[src/rtl/vline_pkg.sv]
// vline_pkg: definitions shared by the vertical-line controller and the
// position counter it drives.
//   - FSM state encoding of vline_move_ctrl
//   - Y limits where the position counter raises at_top / at_bot
package vline_pkg;

   localparam logic [1:0] ST_IDLE = 2'd0;
   localparam logic [1:0] ST_LOAD = 2'd1;
   localparam logic [1:0] ST_RUN  = 2'd2;

   localparam logic [15:0] Y_TOP = 16'd487;
   localparam logic [15:0] Y_BOT = 16'd18;

endpackage

[src/rtl/vline_move_ctrl_frame_divider.sv]
// frame_divider: counts frame ticks and flags the tick that completes a
// group of TERM frames. The horizontal-line controller reuses it.
//   clk, reset : clock, asynchronous active-low reset
//   clr        : synchronous clear of the count (wins over tick)
//   tick       : one-cycle frame pulse
//   tc         : high with the tick that completes the group; the count
//                wraps to zero on that tick
module frame_divider #(
   parameter int TERM = 2,
   parameter int W    = 4
) (
   input  logic clk,
   input  logic reset,
   input  logic clr,
   input  logic tick,
   output logic tc
);

   localparam logic [W-1:0] LAST = W'(TERM - 1);

   logic [W-1:0] cnt;

   assign tc = tick & (cnt == LAST);

   always_ff @(posedge clk or negedge reset) begin
      if (!reset) begin
         cnt <= '0;
      end else if (clr) begin
         cnt <= '0;
      end else if (tick) begin
         cnt <= tc ? '0 : cnt + 1'b1;
      end
   end

endmodule

[src/rtl/vline_move_ctrl.sv]
// vline_move_ctrl: initiator for the vertical-line position counter.
// Steps the counter once every STEP_FRAMES frames, bounces between the
// top and bottom limits, loads the switch value on request and counts
// bounces (saturating) for the score logic.
//   clk, reset        : pixel clock, asynchronous active-low reset
//   frame_tick        : one pulse per frame
//   start, stop       : enter / leave motion
//   load_req          : request a load of the switch value
//   at_top, at_bot    : counter limit flags, sampled only at step events
//   UP, DW, LD        : registered one-cycle strobes to the counter
//   dir               : 1 = incrementing, 0 = decrementing
//   running           : high while moving
//   bounces           : saturating count of direction reversals
module vline_move_ctrl
   import vline_pkg::*;
#(
   parameter int STEP_FRAMES = 2,
   parameter int DIV_W       = 4,
   parameter int BOUNCE_W    = 8
) (
   input  logic                clk,
   input  logic                reset,
   input  logic                frame_tick,
   input  logic                start,
   input  logic                stop,
   input  logic                load_req,
   input  logic                at_top,
   input  logic                at_bot,
   output logic                UP,
   output logic                DW,
   output logic                LD,
   output logic                dir,
   output logic                running,
   output logic [BOUNCE_W-1:0] bounces
);

   logic [1:0] state;
   logic       div_clr;
   logic       step;

   function automatic logic [BOUNCE_W-1:0] sat_inc(input logic [BOUNCE_W-1:0] v);
      return (&v) ? v : v + 1'b1;
   endfunction

   // The divider only runs undisturbed in RUN; any exit from RUN (load or
   // stop) and all non-RUN cycles hold it at zero, so every entry into RUN
   // starts a fresh frame group.
   assign div_clr = (state != ST_RUN) | load_req | stop;

   frame_divider #(
      .TERM (STEP_FRAMES),
      .W    (DIV_W)
   ) u_div (
      .clk   (clk),
      .reset (reset),
      .clr   (div_clr),
      .tick  (frame_tick),
      .tc    (step)
   );

   // LOAD actions (LD strobe, dir forced to 1) are registered on entry so
   // they are visible during the single LOAD cycle itself.
   always_ff @(posedge clk or negedge reset) begin
      if (!reset) begin
         state   <= ST_IDLE;
         UP      <= 1'b0;
         DW      <= 1'b0;
         LD      <= 1'b0;
         dir     <= 1'b1;
         running <= 1'b0;
         bounces <= '0;
      end else begin
         UP <= 1'b0;
         DW <= 1'b0;
         LD <= 1'b0;
         case (state)
            ST_IDLE: begin
               if (load_req) begin
                  state <= ST_LOAD;
                  LD    <= 1'b1;
                  dir   <= 1'b1;
               end else if (start) begin
                  state   <= ST_RUN;
                  running <= 1'b1;
               end
            end
            ST_LOAD: begin
               state <= ST_IDLE;
               dir   <= 1'b1;
            end
            ST_RUN: begin
               if (load_req) begin
                  state   <= ST_LOAD;
                  running <= 1'b0;
                  LD      <= 1'b1;
                  dir     <= 1'b1;
               end else if (stop) begin
                  state   <= ST_IDLE;
                  running <= 1'b0;
               end else if (step) begin
                  // Both flags at once cannot happen on a real counter;
                  // stand still rather than guess a direction.
                  if (at_top && at_bot) begin
                     dir <= dir;
                  end else if (dir && at_top) begin
                     dir     <= 1'b0;
                     DW      <= 1'b1;
                     bounces <= sat_inc(bounces);
                  end else if (!dir && at_bot) begin
                     dir     <= 1'b1;
                     UP      <= 1'b1;
                     bounces <= sat_inc(bounces);
                  end else begin
                     UP <= dir;
                     DW <= ~dir;
                  end
               end
            end
            default: begin
               state   <= ST_IDLE;
               running <= 1'b0;
            end
         endcase
      end
   end

endmodule

[config.mk]
export PLATFORM = sky130hd
export DESIGN_NAME = vline_move_ctrl
export DESIGN_NICKNAME = d
export VERILOG_FILES = /design/src/rtl/vline_pkg.sv /design/src/rtl/vline_move_ctrl_frame_divider.sv /design/src/rtl/vline_move_ctrl.sv
export SDC_FILE = /design/constraint.sdc
export NUM_CORES = 1
export LEC_CHECK = 0
export ABC_AREA = 0
export CAP_MARGIN = 30
export CORE_ASPECT_RATIO = 1.75
export CORE_MARGIN = 3
export CORE_UTILIZATION = 45
export CTS_CLUSTER_DIAMETER = 50
export DETAILED_ROUTE_END_ITERATION = 16
export PLACE_DENSITY_LB_ADDON = 0.12
export SLEW_MARGIN = 20
export SYNTH_ARGS = -nofsm -noshare
export SYNTH_HDL_FRONTEND = slang
export SYNTH_SLANG_ARGS = --single-unit
[constraint.sdc]
create_clock -name clk -period 2.3 [get_ports clk]
set_input_delay 0.23 -clock clk [delete_from_list [all_inputs] [get_ports clk]]
set_output_delay 0.23 -clock clk [all_outputs]
set_load 0.01 [all_outputs]
==> run summary, run 1 <==
The buffers inserted during post-CTS setup optimization came out at 0. STA classifies the critical path endpoint as a register. The total congestion overflow came out at 0.

Setup repair after global routing left no endpoint under its margin. The clock skew after layout came out at 5.29 ps. The pre-antenna-repair detailed-routing pass consisted of 4 iterations.

The post-cts sizing count is 0. The reported max-cap violation count came out at 0. Global routing used 14.8% of the available tracks across all layers. Subtracting the final worst setup slack from the clock period gives about 2000 ps.

The final critical-path setup slack is 326 ps. sky130_fd_sc_hd__dfrtp_1 takes more of the synthesized area than any other cell. The number of hold violations in the final report is 0. The number of fill cells is 202.

The latest clock arrival within the worst-skew pair is 290 ps. Once the floorplan was initialized, standard cells occupied about half of the core. The setup slack after placement came out at between 200 and 300 ps. The floorplan step set the die width to 42.6 um. The arrival time at the worst endpoint is 2160 ps. The worst-case IR drop observed on VDD is 394 uV. The total half-perimeter wirelength after legalization and detailed placement is 1.58 mm. The startpoint kind of the worst setup timing path is a register. After synthesis, the largest area contributor takes up 42.7% of total cell area. The per-cell routed wire length is ~14 um. When the netlist entered floorplanning its net count stood at 109. The number of failing setup endpoints in the final timing report is 0.

The core footprint is 2170 sq um. The leakage dissipation is 0.000611 uW. The count of pins over their slew limit is 0.

The initial antenna violation count was 0. TritonCTS built the clock tree. The synthesis warning total is 0. The run finished with clean final reports. The pin count of the biggest net entering global routing is 20. The area taken by flip-flops and latches came out at 477 sq um. The mapped netlist covers about 1100 sq um. The number of distinct library cells after synthesis is 29.

The maximum achievable frequency is 506 MHz. The share of the Yosys chip area taken by registers is 45.2%. After the last flow step, the layout net total stands at 134. The final route contains 770 vias. Of all nets on the critical path, the largest fanout is 7. The total power per unit cell area came out at 569 nW/um^2. The row count is 22. The total power consumption of the routed design is 748 uW. The number of buffers inserted during clock tree synthesis is 3. After technology mapping, the gate count stands at 95. The average via count per standard cell came out at between 5 and 6. The largest buffer count on any clock path is 2. The share of layout cells above drive strength 1 came out at 15.1%. The cell sitting at the root of the clock tree is a sky130_fd_sc_hd__clkbuf_4. The number of clock sinks is 19. Hold repair after CTS inserted 0 buffers.

The total die area is slightly below 3000 sq um. Ranked by total cell area, the synthesized netlist is headed by sky130_fd_sc_hd__dfrtp_1 43%, sky130_fd_sc_hd__ha_1 7.1%, sky130_fd_sc_hd__xor2_1 6.6%, sky130_fd_sc_hd__nor2_1 4.3%, sky130_fd_sc_hd__nor3b_2 3.6%. For the worst setup path, the data required time is around 2500 ps.

The via count of the first global-routing pass is 838. The global-route wire length before repair is 3.48 mm. The CTS H-tree depth came out at 1. The multi-input combinational cells in the finished layout cover a total of 554 sq um. The critical setup path kind is register to register. For flop-to-flop paths, the worst setup slack is 330 ps.

The transition time at the pin with the least slew margin is approximately 370 ps. 21 I/O pins were placed. The worst max-slew margin expressed relative to the limit came out at 75.6%. The average cell area after synthesis came out at 11.1 sq um. The wire length after detailed routing came out at 1.96 mm. The count of port buffers added during placement is 20. After the first detailed-routing iteration, the DRC count stood at 8. The clock-pin transition on the worst setup and hold timing paths came out at 110 ps. In the routed design, unresolved DRC markers number 0.

The signed area change from the synthesized netlist to the final layout is 24.6%. Synthesis inferred 19 register bits. The die extent in y came out at 70.0 um. The path class of the tightest hold or removal check is input port to asynchronous set/reset pin. The antenna cell count is 0. The remaining number of nets flagged by the antenna check after routing came out at 0. The final weighted congestion in routability-driven placement came out at around 0.77.

The final setup TNS came out at 0 ps. Of the available clock period, the critical path in the final layout requires a little under nine tenths.
power by group:
part / internal [uW] / switching, uW
sequential: 362 / 17.7
combinational: 101 / 103
clock: 67.3 / 97.3
cell families (layout without fill, tap and decap cells):
| logic type | count (synthesis) | count (layout) | synth area share (%) |
|---|---|---|---|
| compound gates | 12 | 12 | 9.73 |
| xor+xnor | 8 | 8 | 6.64 |
| fa+ha+maj | 6 | 6 | 7.12 |
| buf+inv | 6 | 30 | 2.25 |
| flops | 19 | 19 | 45.2 |
| mux | 4 | 4 | 3.91 |
| simple gates | 40 | 40 | 25.1 |
registers in the layout, indices dropped and copies added, names as in the netlist:
name,count
DW,1
LD,1
UP,1
bounces,8
dir,1
running,1
state,2
u_div.cnt,4
metal layers:
layer / up-vias / share of wire, % / global-route usage (%)
li1: 379 / - / -
met1: 370 / 39 / 15.1
met2: 17 / 56 / 28.4
met3: 4 / 2.8 / 1.80
met4: 0 / 1.8 / 6.23
met5: - / 0 / 0
through the flow:
step                      utilization [%]  std cells  instance area, sq um  hold WS (ps)
after floorplan                         -         95                  1050         -65.6
after global placement               59.2        139                  1290           477
after detailed placement             59.2        139                  1290           483
after CTS                            60.4        143                  1310           271
after global routing                 60.4        143                  1310           270
final                                60.4        143                  1310           267
critical path, stage by stage (launching register included):
cell                        delay [ps]
sky130_fd_sc_hd__dfrtp_1           390
sky130_fd_sc_hd__inv_1             110
sky130_fd_sc_hd__ha_1              260
sky130_fd_sc_hd__nor3b_4           350
sky130_fd_sc_hd__o2111ai_4         250
sky130_fd_sc_hd__nor2_2            190
sky130_fd_sc_hd__mux2_1            330
final timing paths:
path,from,endpoint,cells after the start
worst min register to register,bounces[6],bounces[6],1
worst min-delay path,reset,state[1],2
worst max-delay path,state[0],bounces[1],6
worst max register to register,state[0],bounces[1],6
max in group asynchronous,reset,dir,2
min in group clk,bounces[6],bounces[6],1
cells in the mapped netlist:
library cell,instances
sky130_fd_sc_hd__and3_1,4
sky130_fd_sc_hd__nor3_1,2
sky130_fd_sc_hd__and2_1,1
sky130_fd_sc_hd__nor4b_1,1
sky130_fd_sc_hd__nand3_1,6
sky130_fd_sc_hd__mux2i_1,3
sky130_fd_sc_hd__nor3b_2,3
sky130_fd_sc_hd__inv_1,5
sky130_fd_sc_hd__nor2_2,1
sky130_fd_sc_hd__o32a_2,1
sky130_fd_sc_hd__a21oi_1,3
sky130_fd_sc_hd__xor2_1,8
sky130_fd_sc_hd__o2111ai_4,1
sky130_fd_sc_hd__a31oi_1,1
sky130_fd_sc_hd__buf_2,1
sky130_fd_sc_hd__nand2_1,1
sky130_fd_sc_hd__a211oi_1,1
sky130_fd_sc_hd__dfstp_2,1
sky130_fd_sc_hd__a22o_2,1
sky130_fd_sc_hd__o21ai_0,3
sky130_fd_sc_hd__nand4_1,1
sky130_fd_sc_hd__ha_1,6
sky130_fd_sc_hd__nor3b_4,2
sky130_fd_sc_hd__mux2_1,1
sky130_fd_sc_hd__nor2_1,12
sky130_fd_sc_hd__nor3_2,3
sky130_fd_sc_hd__dfrtp_1,18
sky130_fd_sc_hd__nor2b_1,3
sky130_fd_sc_hd__a21boi_2,1
placed cells by master (no fill, tap or decap), types with 4 or more instances in the layout:
master	synthesis	final
sky130_fd_sc_hd__nand3_1	6	6
sky130_fd_sc_hd__nor2_1	12	12
sky130_fd_sc_hd__clkdlybuf4s50_1	0	20
sky130_fd_sc_hd__ha_1	6	6
sky130_fd_sc_hd__dfrtp_1	18	18
sky130_fd_sc_hd__xor2_1	8	8
sky130_fd_sc_hd__and3_1	4	4
sky130_fd_sc_hd__inv_1	5	5
cell type report:
type                            instances  share of cell area, %
Clock buffer                            4                   2.00
Inverter                                5                   1.43
Multi-Input combinational cell         70                   42.2
Sequential cell                        19                   36.3
Tap cell                               24                   2.29
Timing Repair Buffer                   21                   15.8
No activity file was read; power rests on OpenSTA's default activity.
==> run 2: changes to the inputs <==
Settings changed: CELL_PAD_IN_SITES_DETAIL_PLACEMENT set to 1, CELL_PAD_IN_SITES_GLOBAL_PLACEMENT set to 1, CORE_UTILIZATION 45 to 39.
==> run summary, run 2 (synthesis gave the netlist of run 1 again) <==
The leakage dissipation came out at 0.000618 uW (+1.3%). The share of layout cells above drive strength 1 came out at 15.1% (unchanged). The multi-input combinational cell area is 554 sq um (unchanged). The setup path with the least slack is of type register to register. The flow ran to the end, and the final reports show no timing, DRC or antenna violations. The average via count per standard cell came out at 5.40 (+0.29%). The number of search-and-repair iterations in the first detailed-routing pass came out at 4 (unchanged). The total power per unit cell area was 613 nW/um^2 (+7.6%).

The final weighted congestion in routability-driven placement came to 0.726 (-6.2%). Setup repair after global routing left no endpoint under its margin. The CTS H-tree depth came to 1 (unchanged).

Relative to the synthesized area, the layout overhead comes to 26.6%. The starting density of the core is 41.8% (-6.7 points). The number of failing setup endpoints in the final timing report came out at 0 (unchanged). The post-cts sizing count is 0 (unchanged).

The data required time of the critical path is 2440 ps (-40 ps). The worst setup path is launched from a register. The antenna cell count came to 0 (unchanged). The time the final worst path needs with I/O delays and setup came out at 2070 ps (+94.2 ps). The global-route wire length before repair is 3.84 mm (+10%). The switching power share of the total came to 28.3% (-0.77 points). The number of hold buffers added after cts is 0 (unchanged). The startpoint identified for the worst register-to-register timing path is state[0]. The total half-perimeter wirelength after legalization and detailed placement came out at 1.81 mm (+14%). The share of total power in the clock network came out at 28.4% (+6.4 points).

The clock-pin transition on the worst setup and hold timing paths is 70 ps (-40 ps). The number of I/O pins came out at 21 (unchanged). The worst max-slew margin expressed relative to the limit is 75.8% (+0.23 points). The number of flip-flops under the largest register name is 8 (unchanged).

The number of fill cells came out at 297 (+47%). The fraction of the cycle the final worst path needs came out at 89.9% (+4.1 points). The number of remaining DRC errors came to 0 (unchanged). The die extent in x came out at 45.3 um (+6.4%). The net switching component of the power came out at 232 uW (+6.5%). The total number of nets in the final design came to 134 (unchanged). The power share of the combinational group came out at 25.3% (-1.9 points). The final instance area is 1340 sq um (+1.6%). In the layout the commonest cells are 20 x sky130_fd_sc_hd__clkdlybuf4s50_1, 18 x sky130_fd_sc_hd__dfrtp_1, 12 x sky130_fd_sc_hd__nor2_1.

The final worst hold slack is 308 ps (+40.3 ps). The per-cell routed wire length is 15.7 um (+14%). The largest registers in the layout are bounces (8), u_div.cnt (4), state (2). The maximum achievable frequency came to 483 MHz (-4.6%). The internal power summed over all cells is 586 uW (+11%).

The transition time at the pin with the least slew margin came out at 363 ps (-3.45 ps). The final setup TNS is 0 ps (unchanged). The remaining number of nets flagged by the antenna check after routing is 0 (unchanged). Leaving out fill and tap cells, the most frequent cell in the layout is sky130_fd_sc_hd__clkdlybuf4s50_1. The total die area came out at 3390 sq um (+14%). The post-place instance area is 1290 sq um (+0.19%). The count of pins over their slew limit is 0 (unchanged). Counting flops per register, the top entry is bounces. The violation count after the first detailed-route iteration came out at 9 (+1).

The largest fanout on the critical path is 7 (unchanged). The core footprint is 2520 sq um (+16%). The worst register-to-register path ends at bounces[1]. The slack of the worst reg-to-reg path came to 230 ps (-90 ps). The reported max-cap violation count came out at 0 (unchanged). The count of port buffers added during placement came out at 20 (unchanged). The worst-case reg-to-reg path depth came out at 6 (unchanged).

The core occupancy in the finished layout is 52.9% (-7.5 points). The buffers inserted during post-CTS setup optimization came out at 0 (unchanged). The latest clock arrival within the worst-skew pair is 260 ps (-30 ps). The largest buffer count on any clock path came to 2 (unchanged). The worst setup path is captured at a register.

The peak ir drop on the vdd network is 381 uV (-3.2%). The number of buffers inserted during clock tree synthesis is 3 (unchanged). The initial antenna violation count is 0 (unchanged). The clock root buffer master is sky130_fd_sc_hd__clkbuf_8.

Tracing the worst setup path back leads to its startpoint at state[0]. The number of clock sinks was 19 (unchanged). The pin count of the biggest net entering global routing is 20 (unchanged). The row count came out at 24 (+9.1%). The arrival time at the worst endpoint came out at 2210 ps (+50 ps). The clock skew after layout came out at 2.84 ps (-2.45 ps). The number of hold violations in the final report came to 0 (unchanged). The total congestion overflow is 0 (unchanged). The register share of total power came out at 46.3% (-4.4 points).

TritonCTS built the clock tree. The path class of the tightest hold or removal check is input port to asynchronous set/reset pin. The die extent in y came out at 74.8 um (+6.8%). The worst setup path endpoint is bounces[1]. The area taken by flip-flops and latches is 477 sq um (unchanged). The vias after detailed routing came out at 783 (+1.7%). The combined global-route utilization of all metal layers came out at 15.8% (+1.0 points). The wire length after detailed routing came out at 2.27 mm (+16%). The via count of the first global-routing pass is 839 (+0.12%).
run 2: how the worst min path moves through the flow:
stage / endpoint
final: bounces[6]
after global routing: bounces[7]
after CTS: bounces[7]
after detailed placement: bounces[7]
after global placement: bounces[7]
after floorplan: DW
run 2: layout make-up:
| cell class | count | area share [%] |
|---|---|---|
| inverters | 5 | 1.41 |
| clock buffers | 4 | 3.37 |
| multi-input cells | 70 | 41.5 |
| well taps | 26 | 2.44 |
| flip-flops and latches | 19 | 35.7 |
| repair buffers | 21 | 15.6 |
run 2: layer usage:
metal / vias to the layer above / global-route usage (%) / routed length [um]
met5: - / 0 / 0
met2: 16 / 30.0 / 1300
met1: 380 / 15.9 / 835
met3: 5 / 2.15 / 84
met4: 0 / 7.82 / 50
li1: 382 / - / -
run 2: power by group through the flow:
stage	combinational (uW)	clock (uW)	sequential, uW
finish	207	232	379
global placement	204	0	385
floorplan	118	0	388
detailed placement	208	0	387
global route	234	252	382
CTS	212	237	380
run 2: through the flow:
stage | instances | setup slack (ps) | power (uW)
after floorplan | 95 | 487 | 506
after global placement | 141 | 341 | 589
after detailed placement | 141 | 227 | 595
after CTS | 145 | 224 | 829
after global routing | 145 | 105 | 868
final | 145 | 231 | 818
run 2: worst max-delay path, stage by stage (launching register included):
cell and delay (ps):
sky130_fd_sc_hd__dfrtp_1 390, sky130_fd_sc_hd__inv_1 120, sky130_fd_sc_hd__ha_1 270, sky130_fd_sc_hd__nor3b_4 380, sky130_fd_sc_hd__o2111ai_4 260, sky130_fd_sc_hd__nor2_2 200, sky130_fd_sc_hd__mux2_1 330
==> run 3: changes to the inputs <==
Settings changed: CELL_PAD_IN_SITES_DETAIL_PLACEMENT 1 to unset, CELL_PAD_IN_SITES_GLOBAL_PLACEMENT 1 to unset, CORE_MARGIN 3 to unset, CORE_UTILIZATION 39 to 45.
==> run summary, run 3 (synthesis gave the netlist of run 1 again) <==
The antenna cell count came out at 0 (unchanged). Setup repair after global routing left no endpoint under its margin. The total power per unit cell area is 569 nW/um^2 (-7.1%). The arrival time at the worst endpoint came out at 2190 ps (-20 ps).

The via count of the first global-routing pass is 787 (-6.2%). The leakage dissipation came to 0.000611 uW (-1.3%). The core footprint came to 2150 sq um (-15%). The total congestion overflow came out at 0 (unchanged). The final weighted congestion in routability-driven placement was 0.755 (+4.0%). The final instance area was 1310 sq um (-1.6%).

The terminus of the critical flop-to-flop path is bounces[1]. The CTS H-tree depth is 1 (unchanged). The pin count of the biggest net entering global routing came out at 20 (unchanged). The total die area is 2550 sq um (-25%).

The number of hold violations in the final report came out at 0 (unchanged). The violation count after the first detailed-route iteration was 14 (+5). The critical path in this run is classified as register to register. The number of buffers inserted during clock tree synthesis came out at 3 (unchanged).

The transition time at the pin with the least slew margin came out at 361 ps (-2.07 ps). The peak ir drop on the vdd network is 447 uV (+17%). The slack of the worst reg-to-reg path came out at 300 ps (+70 ps).

The largest fanout on the critical path came out at 7 (unchanged). The slowest stage of the critical path belongs to the cell sky130_fd_sc_hd__dfrtp_1. In the layout the commonest cells are 20 x sky130_fd_sc_hd__clkdlybuf4s50_1, 18 x sky130_fd_sc_hd__dfrtp_1, 12 x sky130_fd_sc_hd__nor2_1. The maximum achievable frequency came out at 501 MHz (+3.6%). Grouping stages by cell kind, the critical path spends the most delay in simple AND/OR/NAND/NOR gates.

The register with the most flip-flops in the final layout is bounces. TritonCTS built the clock tree. The number of I/O pins is 21 (unchanged). The data required time of the critical path came out at 2490 ps (+50 ps). In this run the worst hold path is classified as input port to asynchronous set/reset pin. The average via count per standard cell is 5.34 (-1.1%).

The critical path buffer and inverter count is 1 (unchanged). In this run the clock root is driven by a sky130_fd_sc_hd__clkbuf_4. The row count is 22 (-8.3%). The most critical setup path has its startpoint at state[0]. The number of search-and-repair iterations in the first detailed-routing pass came to 4 (unchanged). The starting density of the core was 49.1% (+7.3 points). The latest clock arrival within the worst-skew pair is 300 ps (+40 ps). The final setup TNS came out at 0 ps (unchanged).

The largest registers in the layout are bounces (8), u_div.cnt (4), state (2). The combined global-route utilization of all metal layers came out at 17.0% (+1.2 points). The count of pins over their slew limit came to 0 (unchanged). The fraction of the cycle the final worst path needs came out at 86.8% (-3.1 points). The global-route wire length before repair is 3.15 mm (-18%). The reported max-cap violation count is 0 (unchanged). The worst setup path is launched from a register.

Walking the worst path, the cells encountered are inv_1 > ha_1 > nor3b_4 > o2111ai_4 > nor2_2 > mux2_1. The total number of nets in the final design came out at 134 (unchanged). The post-place instance area came out at 1290 sq um (-0.19%). The number of fill cells is 198 (-33%). The share of layout cells above drive strength 1 is 15.1% (unchanged). The number of failing setup endpoints in the final timing report came out at 0 (unchanged). The number of hold buffers added after cts came out at 0 (unchanged). The die extent in x was 38.6 um (-15%). The clock-pin transition on the worst setup and hold timing paths came to 110 ps (+40 ps). The buffers inserted during post-CTS setup optimization is 0 (unchanged). The number of clock sinks is 19 (unchanged).

The worst register-to-register path begins at state[0]. The vias after detailed routing came out at 764 (-2.4%). The total half-perimeter wirelength after legalization and detailed placement came to 1.48 mm (-18%). The routing usage on met3 is 2.02% (-0.13 points).

The worst max-slew margin expressed relative to the limit came to 76.0% (+0.14 points). The per-cell routed wire length came to 13.2 um (-16%). The wire length after detailed routing is 1.89 mm (-17%). The clock skew after layout came out at 8.55 ps (+5.71 ps). Relative to the synthesized area, the layout overhead comes to 24.6%. After global routing, the most crowded layer is met2. The worst-case reg-to-reg path depth is 6 (unchanged). The run finished with clean final reports.

The worst setup path is captured at a register. The die extent in y is 66.0 um (-12%). The largest stage delay on the critical path is 390 ps (about the same). The largest buffer count on any clock path is 2 (unchanged). The time the final worst path needs with I/O delays and setup is 2000 ps (-72.3 ps). The remaining number of nets flagged by the antenna check after routing is 0 (unchanged). The met2 layer usage reported by global route was 30.6% (+0.66 points).

The count of port buffers added during placement is 20 (unchanged). The number of flip-flops under the largest register name came out at 8 (unchanged). Leaving out fill and tap cells, the most frequent cell in the layout is sky130_fd_sc_hd__clkdlybuf4s50_1.

The post-cts sizing count is 0 (unchanged). The number of remaining DRC errors was 0 (unchanged). The routing usage on met1 is 19.1% (+3.2 points). The initial antenna violation count came out at 0 (unchanged).
run 3: cell count changes in the layout (fill, tap and decap cells not counted):
cell and delta:
sky130_fd_sc_hd__clkbuf_4 +3, sky130_fd_sc_hd__clkbuf_8 -3
run 3: area by class of cell:
type	instances	area, sq um	area share [%]
sequential	19	477	36.3
clock buffer	4	26.3	2.00
tap	24	30.0	2.29
timing repair buffer	21	208	15.8
inverter	5	18.8	1.43
multi-input combinational	70	554	42.2
run 3: power breakdown:
group / switching (uW) / total, uW / internal [uW]
Sequential: 15.6 / 377 / 362
Combinational: 101 / 202 / 100
Clock: 102 / 169 / 67.5
run 3: routing by layer:
metal / vias up / part of all wire [%]
met5: - / 0
met4: 0 / 1.3
met3: 4 / 3.1
met2: 18 / 55
met1: 363 / 41
li1: 379 / -
run 3: worst max path at each step:
stage | to | slack [ps] | cells past startpoint
3_3_place_gp | bounces[1] | 350 | 5
5_1_grt | bounces[1] | 160 | 6
6_report | bounces[1] | 300 | 6
3_5_place_dp | bounces[1] | 290 | 5
2_1_floorplan | bounces[1] | 490 | 6
4_1_cts | bounces[1] | 290 | 6
run 3: per-stage QoR:
| step | cells | setup slack, ps | power (uW) | hold slack [ps] | util [%] |
|---|---|---|---|---|---|
| 2_1_floorplan | 95 | 487 | 506 | -65.6 | - |
| 5_1_grt | 143 | 162 | 788 | 283 | 61.2 |
| 3_3_place_gp | 139 | 354 | 582 | 479 | 60.0 |
| 6_report | 143 | 304 | 748 | 253 | 61.2 |
| 3_5_place_dp | 139 | 292 | 585 | 485 | 60.0 |
| 4_1_cts | 143 | 285 | 755 | 268 | 61.2 |
